[src/rtl/answer_checker_key_debounce.sv]
// Single-key debouncer: the level flips after DEB_CYC consecutive samples
// that disagree with it; rise_o pulses for one cycle as the level goes high.
module key_debounce #(
  parameter int unsigned DEB_CYC = 500000
) (
  input  logic clk,
  input  logic reset,
  input  logic raw_i,
  output logic level_o,
  output logic rise_o
);

  localparam int unsigned CW = $clog2(DEB_CYC + 1);

  logic [CW-1:0] cnt_q, cnt_d;
  logic          level_q, level_d;
  logic          rise_q, rise_d;

  always_comb begin
    cnt_d   = '0;
    level_d = level_q;
    rise_d  = 1'b0;
    if (raw_i != level_q) begin
      if (cnt_q == CW'(DEB_CYC - 1)) begin
        level_d = ~level_q;
        rise_d  = ~level_q;
      end else begin
        cnt_d = cnt_q + CW'(1);
      end
    end
  end

  always_ff @(posedge clk) begin
    if (reset) begin
      cnt_q   <= '0;
      level_q <= 1'b0;
      rise_q  <= 1'b0;
    end else begin
      cnt_q   <= cnt_d;
      level_q <= level_d;
      rise_q  <= rise_d;
    end
  end

  assign level_o = level_q;
  assign rise_o  = rise_q;

endmodule

[config.mk]
export PLATFORM = sky130hd
export DESIGN_NAME = key_debounce
export DESIGN_NICKNAME = d
export VERILOG_FILES = /design/src/rtl/answer_checker_key_debounce.sv
export SDC_FILE = /design/constraint.sdc
export NUM_CORES = 1
export LEC_CHECK = 0
export BUFFER_PORTS_ARGS = -buffer_cell sky130_fd_sc_hd__buf_2
export CORE_MARGIN = 3
export CORE_UTILIZATION = 35
export DETAILED_ROUTE_END_ITERATION = 8
export PLACE_DENSITY_LB_ADDON = 0.3
export SETUP_SLACK_MARGIN = 0.2
export SLEW_MARGIN = 5
export SYNTH_ARGS = -nofsm -noshare
export SYNTH_HDL_FRONTEND = slang
export SYNTH_SLANG_ARGS = --single-unit
[constraint.sdc]
create_clock -name clk -period 3 [get_ports clk]
set_input_delay 0 -clock clk [delete_from_list [all_inputs] [get_ports clk]]
set_output_delay 0 -clock clk [all_outputs]
set_load 0.05 [all_outputs]
; ---- Word level (Yosys, flattened, before mapping)
; Cells that the tools add are included.
[totals]
out_inout_bits = 2
input_bits = 3
word_cells = 12
ff_bits = 21
[classes]
bitwise_logic = 3
n_eq_ne = 2
n_addsub = 1
n_reduce_logical = 3
[ops]
columns = operator, n
row1 = adder 19 x 1 -> 19 bit (second input constant), 1
row2 = == test 19 bit (second input constant), 1
row3 = OR reduction 3 bit, 2
row4 = NOT 1 bit, 3
row5 = AND reduction 2 bit, 1
row6 = inequality test 1 bit, 1

; ---- Depth between registers and ports, before layout
; Gate-level depths: netlist of run 1.
[depth]
depth_word = 3
depth_mapped = 6
depth_no_buf = 5

; ---- Least setup slack after synthesis of run 1
; Ideal clock, no wire load.
[synth_path]
kind = reg-to-reg
startpoint = register cnt_q[4]
endpoint = register level_q, in the netlist level_o
setup_time_ns = 0.074
path_stages_with_launch = 5
arrival_time_ns = 1.791
synth_period_minus_slack_ns = 1.865
path_slack_ns = 1.135
required_time_ns = 2.926
cell_sequence = dfxtp_1 or4b_1 or4_4 or4b_1 o21ai_0
[synth_between]
elab_chain_len = 2
[synth_rtl]
columns = element, line_no
row1 = from (decl), 15  ; logic [CW-1:0] cnt_q, cnt_d;
row2 = from (signal assigned), 39  ; cnt_q <= cnt_d;
row3 = == test 19 bit, 24  ; if (cnt_q == CW'(DEB_CYC - 1)) begin
row4 = AND reduction 2 bit (no line), n/a
row5 = to (signal assigned), 40  ; level_q <= level_d;
row6 = to (decl), 16  ; logic level_q, level_d;
; Every way passes these cells.
; A chain may end at the register's enable or synchronous reset.

; ---- Worst setup path in the final report of run 1
[layout_path]
startpoint = register cnt_q[4]
endpoint = register cnt_q[6]
[layout_between]
elab_chain_len = 2
word_cells_on_any_way = 3
[layout_rtl]
columns = element
row1 = branches (longest 2 deep; another with adder 19 x 1 -> 19 bit)
; Several ways; the timed one is not identified.

==> qor.csv, run 1 <==
stage,metric,value,unit
worst_setup_path,rr_endpoint,cnt_q[6],
place,gp_congestion,0.7818,
floorplanning,ioPinCount,5,
clocking,ctsHoldBuffers,2,
floorplanning,floorplan.initialDensity,0.3770,
yosys,syn_inst,108,
worst_setup_path,cp-start-kind,flop,
detailed_routing,via_count,751,
floorplanning,die_w,58.13,um
global_routing,grt_pass1_wl,2.953,mm
clocking,clock-sinks,21,
place,dp_cells,141,
worst_setup_path,end_kind,flop,
yosys,synth_seq_cells,21,
yosys,synth_top_area_frac,0.4421,
detailed_routing,first_pass_iters,4,
detailed_routing,wl_per_cell,11.29,um
timing,setup-tns-final,0,ns
floorplanning,coreArea,2522,um2
final_layout,final_nets,122,
timing,hold_violations,0,
power,finalPower,0.4285,mW
timing,period_needed,2.009,ns
power,power.leakage,0.3172,nW
power,powerDensity,409.2,nW/um2
yosys,synth_area,950.9,um2
yosys,synth_cell_types,26,
final_layout,final_cell_mix,"nor2_1, dfxtp_1, xnor2_1, nand3_1, nand4_1",
detailed_routing,routed_wl,1.660,mm
floorplanning,rows,18,
worst_setup_path,crit_path_max_fanout,19,
detailed_routing,drt_iter0_drc,27,
worst_setup_path,r2r_slack,0.99,ns
clocking,ctsHtreeMaxLevel,1,
clocking,cts-buffers-inserted,3,
final_layout,postLayoutCoreUtil,0.4152,
timing,tightestPinTransition,0.5865,ns
detailed_routing,drcViolationCount,0,
yosys,synth_area_leaders,"dfxtp_1, xnor2_1, nor2_1, nand4_1, nand3_1",
place,hpwl,1.182,mm
detailed_routing,ant_nets,0,
clocking,cts_tree,built,
timing,skew,0.001236,ns
yosys,avgSynthCellArea,8.805,um2
clocking,post_cts_resized,0,
global_routing,grt_pass1_vias,669,
worst_setup_path,worstSetupEndpoint,cnt_q[6],
timing,fin_ws,0.9915,ns
yosys,syn_nets,112,
yosys,ys_seq_area_frac,0.4421,
global_routing,overflow,0,
final_layout,final_cells,147,
flow_run,max-cap-violations,0,
final_layout,final_layout_size_suffix_gt1_frac,0.1111,
power,vdd_drop_max,0.0002570,V
floorplanning,die_area,3379,um2
timing,rsz0062_at_grt,false,
detailed_routing,vias_per_cell,5.109,
timing,setup_viol,0,
global_routing,track_usage,0.1122,
worst_setup_path,worstPathRequired,3.19,ns
timing,max_slew_margin,0.6054,
worst_setup_path,critPathLaunch,cnt_q[4],
clocking,clock_path_buffers,2,
clocking,clk_pin_slew,0.11,ns
worst_setup_path,critPathKind,flop to flop,
clocking,post-cts-setup-buffers,0,
timing,finalCritPeriodShare,0.6695,
hold_path,hp-class,flop to flop,
timing,slew_violations,0,
floorplanning,dieHeight,58.13,um
timing,fmax,0.4979,GHz
worst_setup_path,rr_worst_depth,4,
yosys,yosys_warnings,0,
clocking,clk_latency,0.30,ns
place,port_buffers,4,
status,run_status,completed,
global_routing,grt_max_degree,20,
worst_setup_path,r2r_start,cnt_q[4],
clocking,cts-root-buf,clkbuf_4,
worst_setup_path,crit_arrival,2.19,ns
final_layout,syn2layout_area_growth,10.13,%
place,place_ws,0.9986,ns
final_layout,antenna_cells,0,
final_layout,nFillCells,259,
yosys,yosys.area.top_type,dfxtp_1,
global_routing,antenna_found_initial,0,
## routing by layer
metal	GRT usage	vias to the layer above	share of wire
li1	-	393	-
met1	0.1446	345	0.54
met2	0.1726	8	0.40
met3	0.04009	5	0.037
met4	0.03974	0	0.016
met5	0	-	0
## power by group
group	switching [mW]	internal [mW]	total (mW)
combinational	0.00713	0.00517	0.0123
clock	0.0831	0.0518	0.135
sequential	0.00120	0.280	0.281
## critical path, cell delays in order (launching register included)
cell     delay, ns
dfxtp_1       0.45
or4b_1        0.46
or4_4         0.46
o21ai_4       0.43
nor2_1        0.10
## registers in the layout, indices dropped and copies added (netlist names)
signal and cells:
level_o 1, cnt_q 19, rise_o 1
## synthesized netlist by cell type
master,count
nor3_1,3
nor2_1,21
xnor2_1,11
or4_4,1
nor4_1,3
or3_1,1
ha_1,1
and3_2,1
o21ai_4,1
xor2_1,4
dfxtp_1,21
inv_1,5
and3_1,2
a31o_2,2
nand4_1,7
a21oi_1,3
buf_4,1
or4b_1,2
nand3_1,8
o21ai_0,2
or2_2,1
or4_1,1
nand2_1,3
nor4b_1,1
nor2b_1,1
or2b_1,1
## kinds of logic after synthesis
logic type | after synthesis | share of synthesized area
AND/OR/NAND/NOR | 57 | 0.3171
buffers and inverters | 6 | 0.02764
AO/OA/AOI/OAI | 8 | 0.06185
adder cells (fa/ha/maj) | 1 | 0.01316
flip-flops | 21 | 0.4421
XOR/XNOR | 15 | 0.1382
## cell type report
type                            count  area, um2  area share
Multi-Input combinational cell     81      504.2      0.4815
Sequential cell                    21      420.4      0.4014
Timing Repair Buffer                6      40.04     0.03823
Tap cell                           30      37.54     0.03584
Clock buffer                        4      26.28     0.02509
Inverter                            5      18.77     0.01792
## worst min path at each step
stage                  start       end  slack (ns)  depth (start not counted)
global route           raw_i    rise_o        0.49                          3
CTS                 cnt_q[0]  cnt_q[0]        0.49                          1
detailed placement     raw_i    rise_o        0.28                          2
floorplan              raw_i    rise_o        0.15                          1
global placement       raw_i    rise_o        0.28                          2
finish              cnt_q[0]  cnt_q[0]        0.48                          1
## through the flow
stage,instance area (um2),hold slack [ns]
after floorplan,950.9,0.1459
after global placement,1001,0.2762
after detailed placement,1001,0.2804
after CTS,1047,0.4864
after global routing,1047,0.4856
final,1047,0.4784
Note: power is estimated with default switching activity, not from simulation.
==> run 2, diff against run 1 <==
ABC_AREA = 1   (was default)
clock period = 1.7 ns   (was 3 ns; I/O delays follow)
==> qor.csv, run 2 <==
stage,metric,value,unit
power,vdd_drop_max,0.0004347,V
global_routing,overflow,0,
yosys,synth_compound_area_frac,0.05736,
detailed_routing,drt_iter0_drc,31,
worst_setup_path,rr_worst_depth,8,
place,place_ws,0.2191,ns
timing,hold_violations,0,
worst_setup_path,end_kind,flop,
global_routing,use_met1,0.1612,
global_routing,grt_max_degree,15,
final_layout,final_cell_mix,"nand2_1, nor2_1, dfxtp_1, inv_1",
detailed_routing,vias_per_cell,4.397,
worst_setup_path,critPathLaunch,cnt_q[0],
worst_setup_path,worstPathRequired,1.91,ns
clocking,post-cts-setup-buffers,0,
timing,period_needed,1.378,ns
timing,setup-tns-final,0,ns
worst_setup_path,crit_arrival,1.59,ns
power,power.leakage,0.4158,nW
worst_setup_path,r2r_start,cnt_q[0],
timing,fmax,0.7258,GHz
yosys,syn_nets,175,
final_layout,final_common_cell,nand2_1,
yosys,synth_top_family_by_area,simple AND/OR/NAND/NOR gates,
floorplanning,die_area,4029,um2
yosys,ys_seq_area_frac,0.3636,
place,hpwl,1.639,mm
timing,tightestPinTransition,0.2792,ns
clocking,clock_path_buffers,2,
clocking,clk_latency,0.30,ns
global_routing,grt_pass1_vias,926,
clocking,cts-buffers-inserted,3,
yosys,synth_top_area_frac,0.3636,
yosys,avgSynthCellArea,6.761,um2
final_layout,nFillCells,349,
timing,finalCritPeriodShare,0.8105,
yosys,synth.most_common_cell,nand2_1,
floorplanning,die_w,63.48,um
worst_setup_path,crit_path_max_fanout,6,
detailed_routing,drcViolationCount,0,
yosys,yosys.area.top_type,dfxtp_1,
timing,fin_ws,0.3221,ns
yosys,syn_inst,171,
yosys,synthSimpleGateAreaFrac,0.4448,
clocking,clk_pin_slew,0.12,ns
global_routing,track_usage,0.1182,
yosys,yosys_warnings,0,
yosys,synth_area,1156,um2
timing,whs,0.4215,ns
place,gp_congestion,0.8046,
yosys,synth_seq_cells,21,
timing,rsz0062_at_grt,false,
clocking,cts-root-buf,clkbuf_4,
global_routing,gr-max-usage-layer,met2,
detailed_routing,wl_per_cell,9.482,um
clocking,clock-sinks,21,
final_layout,largest_register,cnt_q,
floorplanning,floorplan.initialDensity,0.3726,
worst_setup_path,critPathKind,flop to flop,
floorplanning,ioPinCount,5,
hold_path,hp-class,input pin to flop,
yosys,synth-edff-count,0,
floorplanning,dieHeight,63.48,um
hold_path,hold_depth,3,
yosys,async_reset_ff_frac,0,
flow_run,max-cap-violations,0,
timing,max_slew_margin,0.8128,
yosys,synthXorXnorAreaFrac,0.03788,
yosys,yosys-mux-area-fraction,0,
final_layout,antenna_cells,0,
detailed_routing,routed_wl,2.124,mm
timing,setup_viol,0,
global_routing,antenna_found_initial,0,
yosys,synth_fa_ha_area_frac,0.01082,
yosys,ys_top_cells_by_count,"nand2_1, nor2_1, dfxtp_1",
final_layout,final_nets,185,
floorplanning,coreArea,3103,um2
yosys,synth_area_leaders,"dfxtp_1, nand2_1, nor2_1, nor2_2, nand3_1",
yosys,synth_cell_types,23,
yosys,ys.flop_type,dfxtp_1,
final_layout,final_layout_size_suffix_gt1_frac,0.2000,
detailed_routing,ant_nets,0,
floorplanning,rows,20,
global_routing,grt_pass1_wl,3.877,mm
timing,skew,0.003744,ns
clocking,cts_tree,built,
status,run_status,completed,
global_routing,met2_usage,0.1904,
worst_setup_path,cp-start-kind,flop,
detailed_routing,via_count,985,
final_layout,largest_reg_flops,19,
power,powerDensity,604.6,nW/um2
clocking,ctsHtreeMaxLevel,1,
hold_path,min-delay-start,reset,
timing,slew_violations,0,
detailed_routing,first_pass_iters,4,
place,port_buffers,4,
global_routing,grt_use_met3,0.01604,
final_layout,syn2layout_area_growth,9.523,%
-- run 2: changes by cell type after synthesis, moves of 5 or more --
cell	previous run	this run
inv_1	5	18
nand2_1	3	43
nand3_1	8	14
nand4_1	7	2
nor2_1	21	28
nor2_2	0	13
xnor2_1	11	1
-- run 2: kinds of logic after synthesis --
family                   count (synthesis)
AO/OA/AOI/OAI                           11
XOR/XNOR                                 5
adder cells (fa/ha/maj)                  1
buffers and inverters                   22
flip-flops                              21
AND/OR/NAND/NOR                        111
-- run 2: final timing paths --
path	endpoint	slack, ns
setup / recovery	cnt_q[16]	0.32
hold / removal	level_o	0.42
setup reg to reg	cnt_q[16]	0.32
hold reg to reg	cnt_q[0]	0.43
-- run 2: timing repair --
item | in CTS | in global routing
endpoints found under the hold margin | 2 | 0
gates resized for setup | 0 | 3
hold buffers | 2 | 0
endpoints found under the setup margin | 0 | 19
-- run 2: final cells by class --
class,count,area (um2),share of cell area
clock buffers,4,26.28,0.02075
flip-flops and latches,21,421.7,0.3330
multi-input cells,128,644.4,0.5089
inverters,21,78.83,0.06225
well taps,44,55.05,0.04348
repair buffers,6,40.04,0.03162
-- run 2: critical path, stage by stage, from the launching register on --
cell,delay [ns]
dfxtp_2,0.37
ha_2,0.20
nand3_2,0.14
inv_2,0.13
nand2_1,0.09
o21ai_0,0.19
nand2_1,0.07
nand2_1,0.06
inv_1,0.03
-- run 2: where the power goes --
part	total, mW	internal [mW]	leakage, nW	switching [mW]
clock	0.241	0.0914	0.0150	0.149
sequential	0.496	0.495	0.170	0.00185
combinational	0.0284	0.0111	0.231	0.0174
total	0.766	0.597	0.416	0.169
-- run 2: per-layer routing --
metal,up-vias,part of all wire
met5,-,0
met4,0,0.0099
met3,4,0.027
met2,11,0.42
met1,418,0.54
li1,552,-
-- run 2: metrics by stage --
stage          utilization  std cells  power, mW  instance area (um2)
4_1_cts             0.4052        224     0.7746                 1257
6_report            0.4081        224     0.7656                 1266
3_5_place_dp        0.3903        218     0.5322                 1211
5_1_grt             0.4081        224     0.8042                 1266
2_1_floorplan            -        171     0.5300                 1156
3_3_place_gp        0.3903        218     0.5321                 1211
